`src/rtl/video_pkg.sv`:
```
// video_pkg -- shared definitions for the video fetch block.
//   MC_*      : bit indices into the one-hot memory-cycle phase vector
//   state_t   : fetch FSM state encoding
//   DEF_AW    : default SRAM word-address width
//   DEF_DEPTH : default FIFO depth in 16-bit words
package video_pkg;

    localparam int MC_VIDEO  = 0;
    localparam int MC_CPU    = 1;
    localparam int MC_DUMMY  = 2;

    localparam int DEF_AW    = 18;
    localparam int DEF_DEPTH = 16;

    typedef enum logic {
        IDLE,
        FETCH
    } state_t;

endpackage

```
`src/rtl/video_fetch_vfifo.sv`:
```
// vfifo -- synchronous first-word-fall-through FIFO.
// Ports:
//   mclk, rst_n : clock, synchronous active-low reset
//   push, wdata : write request and data (ignored while full)
//   pop         : read request (ignored while empty)
//   flush       : empties the FIFO, overrides push/pop
//   rdata       : head word, valid whenever empty=0
//   level       : occupancy, empty, full : status
module vfifo
    import video_pkg::*;
#(
    parameter  int DEPTH = DEF_DEPTH,
    parameter  int W     = 16,
    localparam int PW    = $clog2(DEPTH),
    localparam int LW    = PW + 1
) (
    input  logic          mclk,
    input  logic          rst_n,
    input  logic          push,
    input  logic [W-1:0]  wdata,
    input  logic          pop,
    input  logic          flush,
    output logic [W-1:0]  rdata,
    output logic [LW-1:0] level,
    output logic          empty,
    output logic          full
);

    logic [W-1:0]  mem [DEPTH];
    logic [PW-1:0] wptr;
    logic [PW-1:0] rptr;
    logic [LW-1:0] count;
    logic          do_push;
    logic          do_pop;

    assign do_push = push && !full;
    assign do_pop  = pop && !empty;

    assign empty = (count == '0);
    assign full  = (count == LW'(DEPTH));
    assign level = count;
    assign rdata = mem[rptr];

    // NOTE: sequential state uses non-blocking assignments so every flop
    // samples pre-edge values regardless of block evaluation order.
    always_ff @(posedge mclk) begin
        if (!rst_n || flush) begin
            wptr  <= '0;
            rptr  <= '0;
            count <= '0;
        end else begin
            if (do_push)
                wptr <= wptr + PW'(1);
            if (do_pop)
                rptr <= rptr + PW'(1);
            count <= count + LW'(do_push) - LW'(do_pop);
        end
    end

    // NOTE: the storage array has no reset; contents are only observable
    // through rdata, which is don't-care while the pointers say empty.
    always_ff @(posedge mclk) begin
        if (do_push && !flush)
            mem[wptr] <= wdata;
    end

endmodule

```
`src/rtl/video_fetch.sv`:
```
// video_fetch -- video-slot SRAM reader with line-burst FSM and FWFT buffer.
// Ports:
//   mclk, rst_n      : 90 MHz controller clock, synchronous active-low reset
//   mc               : one-hot memory-cycle phase (video, cpu, dummy)
//   sram_d           : SRAM read data, captured in the dummy (read-return) slot
//   vaddr            : word address offered to the controller in the video slot
//   start, base_addr, line_words : begin/restart a line burst
//   rd_en, rd_data, empty, level : pixel-side FIFO interface
//   busy, done       : burst in progress / one-cycle end-of-burst pulse
//   underrun         : sticky, set by a pop while empty, cleared by start
// Optional: define VIDEO_FETCH_STATS_EN to add saturating skip_cnt/urun_cnt.
module video_fetch
    import video_pkg::*;
#(
    parameter  int DEPTH = DEF_DEPTH,
    parameter  int AW    = DEF_AW,
    localparam int LW    = $clog2(DEPTH) + 1
) (
    input  logic          mclk,
    input  logic          rst_n,
    input  logic [2:0]    mc,
    input  logic [15:0]   sram_d,
    output logic [AW-1:0] vaddr,
    input  logic          start,
    input  logic [AW-1:0] base_addr,
    input  logic [7:0]    line_words,
    input  logic          rd_en,
    output logic [15:0]   rd_data,
    output logic          empty,
    output logic [LW-1:0] level,
    output logic          busy,
    output logic          done,
    output logic          underrun
`ifdef VIDEO_FETCH_STATS_EN
    ,
    output logic [7:0]    skip_cnt,
    output logic [7:0]    urun_cnt
`endif
);

    state_t     state;
    logic [7:0] remaining;
    logic       inflight;
    logic       fifo_full;
    logic       restart;
    logic       slot;
    logic       capture;

    // A zero-length start is a no-op when idle, but still aborts a burst.
    assign restart = start && ((line_words != 8'd0) || (state == FETCH));
    assign slot    = (state == FETCH) && mc[MC_VIDEO] && !restart;
    assign capture = mc[MC_DUMMY] && inflight && !restart;
    assign busy    = (state == FETCH);

    vfifo #(
        .DEPTH (DEPTH),
        .W     (16)
    ) u_fifo (
        .mclk  (mclk),
        .rst_n (rst_n),
        .push  (capture),
        .wdata (sram_d),
        .pop   (rd_en),
        .flush (restart),
        .rdata (rd_data),
        .level (level),
        .empty (empty),
        .full  (fifo_full)
    );

    always_ff @(posedge mclk) begin
        if (!rst_n) begin
            state     <= IDLE;
            vaddr     <= '0;
            remaining <= '0;
            inflight  <= 1'b0;
            done      <= 1'b0;
            underrun  <= 1'b0;
        end else begin
            done <= 1'b0;
            if (restart) begin
                underrun <= 1'b0;
                inflight <= 1'b0;
                if (line_words != 8'd0) begin
                    state     <= FETCH;
                    vaddr     <= base_addr;
                    remaining <= line_words;
                end else begin
                    state <= IDLE;
                end
            end else begin
                if (rd_en && empty)
                    underrun <= 1'b1;
                // Full check ignores a same-cycle pop: one slot of slack.
                if (slot && !fifo_full)
                    inflight <= 1'b1;
                if (capture) begin
                    inflight  <= 1'b0;
                    vaddr     <= vaddr + AW'(1);
                    remaining <= remaining - 8'd1;
                    if (remaining == 8'd1) begin
                        state <= IDLE;
                        done  <= 1'b1;
                    end
                end
            end
        end
    end

`ifdef VIDEO_FETCH_STATS_EN
    always_ff @(posedge mclk) begin
        if (!rst_n || restart) begin
            skip_cnt <= '0;
            urun_cnt <= '0;
        end else begin
            if (slot && fifo_full && skip_cnt != 8'hFF)
                skip_cnt <= skip_cnt + 8'd1;
            if (rd_en && empty && urun_cnt != 8'hFF)
                urun_cnt <= urun_cnt + 8'd1;
        end
    end
`endif

endmodule

```
`config.mk`:
```
export PLATFORM = sky130hd
export DESIGN_NAME = video_fetch
export DESIGN_NICKNAME = d
export VERILOG_FILES = /design/src/rtl/video_pkg.sv /design/src/rtl/video_fetch_vfifo.sv /design/src/rtl/video_fetch.sv
export SDC_FILE = /design/constraint.sdc
export NUM_CORES = 1
export LEC_CHECK = 0
export CAP_MARGIN = 20
export CORE_ASPECT_RATIO = 0.5
export CORE_MARGIN = 2
export CORE_UTILIZATION = 58
export DETAILED_ROUTE_END_ITERATION = 8
export PLACE_DENSITY = 0.77
export SLEW_MARGIN = 0
export SYNTH_ARGS = -nofsm -noshare
export SYNTH_HDL_FRONTEND = slang
export SYNTH_SLANG_ARGS = --single-unit
```
`constraint.sdc`:
```
create_clock -name mclk -period 4.1 [get_ports mclk]
set_input_delay 1.025 -clock mclk [delete_from_list [all_inputs] [get_ports mclk]]
set_output_delay 1.025 -clock mclk [all_outputs]
set_load 0.02 [all_outputs]
```
# --- Yosys cells after proc, flatten, opt, wreduce, memory -nomap -nowiden ---
# Memory sizes are Yosys's and may differ from the RTL's. A register that Yosys moved wholly into a read port is not among the register bits.
# Index checks and enable logic that the tools add are counted.
op_classes:
  add_sub_neg: 6
  bitwise: 2
  reduce_logical: 25
  n_eq_ne: 3
  muxes: 15
op_table:
  columns: ["operator", "n"]
  rows:
  - ["18-bit two-way mux", 3]
  - ["8-bit two-way mux", 3]
  - ["18-bit by 1-bit adder with 18-bit output (second input constant)", 1]
  - ["1-bit logical AND", 10]
  - ["4-bit by 1-bit adder with 4-bit output (second input constant)", 2]
  - ["8-bit by 1-bit == test with 1-bit output (second input constant)", 1]
  - ["4-bit two-way mux", 2]
  - ["8-bit nonzero test", 1]
  - ["8-bit by 1-bit subtractor with 8-bit output (second input constant)", 1]
  - ["1-bit two-way mux", 7]
  - ["3-bit OR reduction", 2]
  - ["5-bit by 1-bit adder with 5-bit output", 1]
  - ["5-bit == test (second input constant)", 1]
  - ["5-bit logical NOT", 1]
  - ["5-bit by 1-bit subtractor with 5-bit output", 1]
  - ["1-bit logical NOT", 4]
  - ["2-bit AND reduction", 2]
  - ["2-bit nonzero test", 2]
  - ["1-bit logical OR", 2]
  - ["2-bit != test (second input constant)", 1]
  - ["1-bit inverter", 2]
  - ["2-bit OR reduction", 1]
totals:
  out_inout_bits: 43
  inputBits: 49
  regBits: 43
  wordCells: 61
  mem_bits_rw: 256
  memories: 1
mem_list:
  columns: ["memory", "words", "width", "read_ports", "rd_ports_with_merged_regs", "wr", "line", "source"]
  rows:
  - ["u_fifo.mem", 16, 16, 1, 1, 1, "video_fetch_vfifo.sv:29", "logic [W-1:0] mem [DEPTH];"]

# --- Logic depth before layout (Yosys ltp) ---
depth:
  depth_word: 9
  depth_mapped: 15

# --- Cells and area by module ---
# A second synthesis with hierarchy kept.
unflattened:
  cells_unflattened: 733
  hier_area_um2: 12296.8
by_module_without_submodules:
  columns: ["module", "cells_per_inst", "seq_area_each_um2", "area_each_um2", "n_inst"]
  rows:
  - ["vfifo", 506, 8027.7, 10557.6, 1]
  - ["video_fetch", 227, 600.6, 1739.2, 1]

# --- Worst setup path before layout ---
# No wires, ideal clock.
synth_timing:
  kind: "reg2reg"
  from: "register u_fifo.count[3], in the netlist u_fifo.level[3]"
  to: "register u_fifo.count[4], in the netlist u_fifo.level[4]"
  setup_slack_ps: 873
  stages_incl_launch_ff: 16
  arrival_ps: 3157
  t_required_ps: 4029
  path_buffers: 1
  synth_period_minus_slack_ps: 3227
  path_cell_list: "dfxtp_1 > inv_1 > ha_1 > nor4b_1 > nor2b_1 > clkbuf_1 > ha_1 > inv_1 > ha_1 > inv_1 > fa_1 > inv_1 > a21oi_1 > nor2_1 > or3_1 > a21oi_1"
synth_rtl:
  columns: ["item", "line", "source"]
  rows:
  - ["start, declared", "video_fetch_vfifo.sv:32", "logic [LW-1:0] count;"]
  - ["start signal, assigned", "video_fetch_vfifo.sv:56", "count <= count + LW'(do_push) - LW'(do_pop);"]
  - ["5-bit logical NOT", "video_fetch_vfifo.sv:39", "assign empty = (count == '0);"]
  - ["named net empty", "video_fetch.sv:29", "output logic empty,"]
  - ["1-bit logical NOT", "video_fetch_vfifo.sv:37", "assign do_pop = pop && !empty;"]
  - ["1-bit logical AND", "video_fetch_vfifo.sv:37", null]
  - ["named net u_fifo.do_pop", "video_fetch_vfifo.sv:34", "logic do_pop;"]
  - ["5-bit by 1-bit subtractor with 5-bit output", "video_fetch_vfifo.sv:56", null]
# The timed path passes the listed nets, and every way through them passes these cells.
# A chain may end at the register's enable or synchronous reset.

==> results.txt <==
Routability-driven placement finished with a final weighted congestion of 0.8723. The share of the yosys chip area belonging to registers came out at 0.7039. The library cell used most frequently in the layout, excluding fill and tap cells, is sky130_fd_sc_hd__edfxtp_1. 0 antenna diodes ended up in the layout. The mean instance size in the synthesized netlist is 17.87 µm².

The placed instance count is 1043. The worst register-to-register path begins at u_fifo.level[2]. The worst-case IR drop observed on VDD is 0.2828 mV.

The die covers 22380 µm². The tool flagged a number of max-cap violations equal to 0. Setup violations remaining at the end of the flow were counted as 0. The biggest area contributor in the post-synthesis netlist is sky130_fd_sc_hd__edfxtp_1.

Port buffering added 90 buffers. The number of DRC markers in iteration 0 came out at 705. TritonCTS built the clock tree. The synthesized netlist net count came out at 750. The number of buffers added by the clock tree synthesis step is 26. The clock latency reported for the late side of the worst-skew pair came out at 540 ps.

The initialized floorplan defines 37 standard-cell rows. The post-synthesis instance area came out at 12260 µm². The number of pins exceeding their max-slew limit in the final report came out at 0. The total routing resource utilization after global routing is 0.2511. In this run, post-CTS hold repair placed 0 buffers. The number of antenna violations at the first check in global routing came out at 0. Traced cell by cell, the critical path runs through buf_4 -> buf_12 -> mux4_2 -> mux4_2 -> clkdlybuf4s50_1. The portion of synthesized area spent on multiplexers is 0.1478. The die extent in y came out at 106.8 µm. The number of gates resized after CTS was 0. The number of synthesized register bits is 303.

The count of pins on the block boundary came out at 92. Registers take 8633 µm². The number of global-route vias before repair came to 6927. The detailed placer's ending HPWL is 14.82 mm.

By instance count, the cell type seen most on the critical path is sky130_fd_sc_hd__mux4_2. The maximum buffer depth of the clock tree is 3. Setup repair after global routing left no endpoint under its margin. The area taken by multi-input logic gates came out at 3420 µm². The share of synthesized area in the top cell type comes to 0.6271. For this run, asynchronously set or reset flops after synthesis account for 0. The fraction of the mapped netlist area in adder cells is 0.01592. The via total after detailed routing is 6858. The initial core utilization is 0.5937.

The clock period minus final worst setup slack is 3886 ps. The cell sitting at the root of the clock tree is a sky130_fd_sc_hd__clkbuf_16. The final hold violation count came out at 0.

The leakage power is 4.608 nW. After detailed routing, the number of vias per cell comes to 6.252. The floorplan step defined a core boundary enclosing 20650 µm². The startpoint identified for the worst hold timing path is underrun. The largest family of logic cells by synthesized area is multiplexers. For this run, the slowest stage of the critical path takes 570 ps. The final antenna-violating net count is 0. The clock sink count is 303. Across the routed clock network, the largest skew measured is 19.25 ps. The highest clock frequency the design can meet came out at 0.2573 GHz. The global-route wire length before repair came out at 41.25 mm. Of the total synthesized cell area, the portion taken by XOR and XNOR cells is 0.006431. The gate count of the mapped netlist came out at 686. At the end of the flow the core is filled with cells to 0.7029.

The routed design has 27.16 mm of wire. The maximum fanout encountered on the critical timing path came out at 16. In the layout the commonest cells are sky130_fd_sc_hd__edfxtp_1, sky130_fd_sc_hd__clkdlybuf4s50_1, sky130_fd_sc_hd__mux4_2, sky130_fd_sc_hd__dfxtp_1.

The fraction of layout instances using a drive strength above 1 came out at 0.1978. The overall power after layout came out at 6.683 mW. In the final design database the tool counted 869 nets. Once layout is complete, the cells apart from fillers number 1097. The most used flip-flop cell after synthesis is sky130_fd_sc_hd__edfxtp_1. Summed over all layers, the global routing overflow is 0. The kind of critical path is reg -> out. The slowest stage of the critical path belongs to the cell sky130_fd_sc_hd__clkdlybuf4s50_1. The final critical-path share of the clock period came out at 0.9478.

The path class of the tightest hold or removal check is reg -> reg. The flow ran to the end, and the final reports show no timing, DRC or antenna violations. The number of enable-type register cells in the synthesized netlist came out at 256. The cell area power density is 460.5 nW/µm².

The startpoint kind of the worst setup timing path is a flop. Measured against its own limit, the worst slew margin works out to 0.5968. The kind of capture point of the worst setup path is an output pin.

The H-tree depth reported by CTS came out at 1. The data arrival time at the worst-slack endpoint is 2860 ps. The total of warnings raised by yosys came out at 0. The number of unique standard cell types used by synthesis came out at 59. The chip width is 209.6 µm. The first-pass iteration count of the detailed router came out at 4. The number of filler cells placed in the layout came out at 1267. The area overhead of the layout relative to synthesis is 18.39%.

The largest net degree at the start of global routing came out at 65. The simple-gate area share of the yosys netlist is 0.05890. The pin slew with the least headroom to its limit is 596.4 ps.

The share of the synthesized area in compound gates (AO/OA/AOI/OAI) is 0.04920. Sorting the synthesized cells by area gives the leading types as sky130_fd_sc_hd__edfxtp_1, sky130_fd_sc_hd__mux4_2, sky130_fd_sc_hd__dfxtp_1. At the worst endpoint, the required time is 3070 ps.

The clock-pin slew on the worst setup and hold paths came out at 60 ps. The average wire per standard cell is 24.76 µm. The remaining routing DRC violations came out at 0. Adding up every negative setup slack in the final design gives 0 ps.
==> where the power goes <==
group	total [mW]	leakage, nW	switching [mW]	internal (mW)
registers	3.42	2.69	0.0518	3.37
clock network	2.38	0.402	1.08	1.30
logic	0.879	1.52	0.410	0.469
total	6.68	4.61	1.55	5.14
==> stage by stage <==
step | hold slack [ps] | worst slack [ps] | instance area, µm²
final | 492.7 | 213.8 | 14510
after global routing | 523.7 | 138.5 | 14510
after CTS | 491.1 | 183.6 | 14500
after detailed placement | 476.5 | 168.7 | 13620
after global placement | 463.7 | 221.6 | 13620
after floorplan | 458.0 | 872.6 | 12260
==> layout make-up <==
type | instances | area share
clock buffers | 30 | 0.04587
clock inverters | 17 | 0.01009
inverters | 16 | 0.004138
multi-input cells | 333 | 0.2356
flip-flops and latches | 303 | 0.5949
well taps | 273 | 0.02354
repair buffers | 125 | 0.08587
==> cell usage after synthesis (all sizes together) (2+ instances only) <==
cell / count
xor2: 6
nor4bb: 2
nand4: 8
inv: 16
a32o: 2
nor3b: 3
o31ai: 3
a31oi: 4
a41oi: 2
dfxtp: 47
a21oi: 30
o21ai: 23
nand3: 12
o32ai: 2
a21o: 2
a2111oi: 3
nor4: 3
or4: 4
edfxtp: 256
o31a: 2
mux4: 80
clkbuf: 18
and2: 13
and3: 2
and4: 8
buf: 16
xnor2: 3
o22ai: 5
ha: 14
o21a: 6
nand2: 31
nor2: 28
a221oi: 4
nor3: 14
==> critical path: cells and delay by family (launching register included) <==
family                 cells  cell delay (ps)
flip-flops                 1              420
multiplexers               2             1020
buffers and inverters      3              890
==> flip-flops by register name, indices dropped and copies added, names as in the netlist, 4 cells and up, named ones only <==
signal / flops
remaining: 8
u_fifo.level: 5
u_fifo.mem: 256
u_fifo.rptr: 4
u_fifo.wptr: 4
vaddr: 18
==> path summary, 6_finish.rpt <==
kind,endpoint,slack (ps),depth (start not counted)
worst max-delay path,rd_data[11],210,5
worst min-delay path,underrun,490,2
worst max register to register,u_fifo.level[4],1090,14
worst min register to register,underrun,490,2
==> cell families (layout without fill, tap and decap cells) <==
group / count (synthesis) / after routing
flip-flops: 303 / 303
adder cells (fa/ha/maj): 15 / 15
AND/OR/NAND/NOR: 134 / 134
buffers and inverters: 50 / 188
XOR/XNOR: 9 / 9
AO/OA/AOI/OAI: 94 / 94
multiplexers: 81 / 81
==> timing repair <==
action / in CTS / in global routing
buffers inserted: 6 / 0
endpoints found under the hold margin: 0 / 0
endpoints found under the setup margin: 3 / 0
==> routing by layer <==
metal	global-route usage	vias up	routed length, µm	share of wire
met2	0.4126	311	13390	0.49
met3	0.04071	42	1936	0.071
met5	0	-	0	0
met4	0.05978	0	505	0.019
li1	-	3032	-	-
met1	0.3618	3473	11330	0.42
Note: power is estimated with default switching activity, not from simulation.
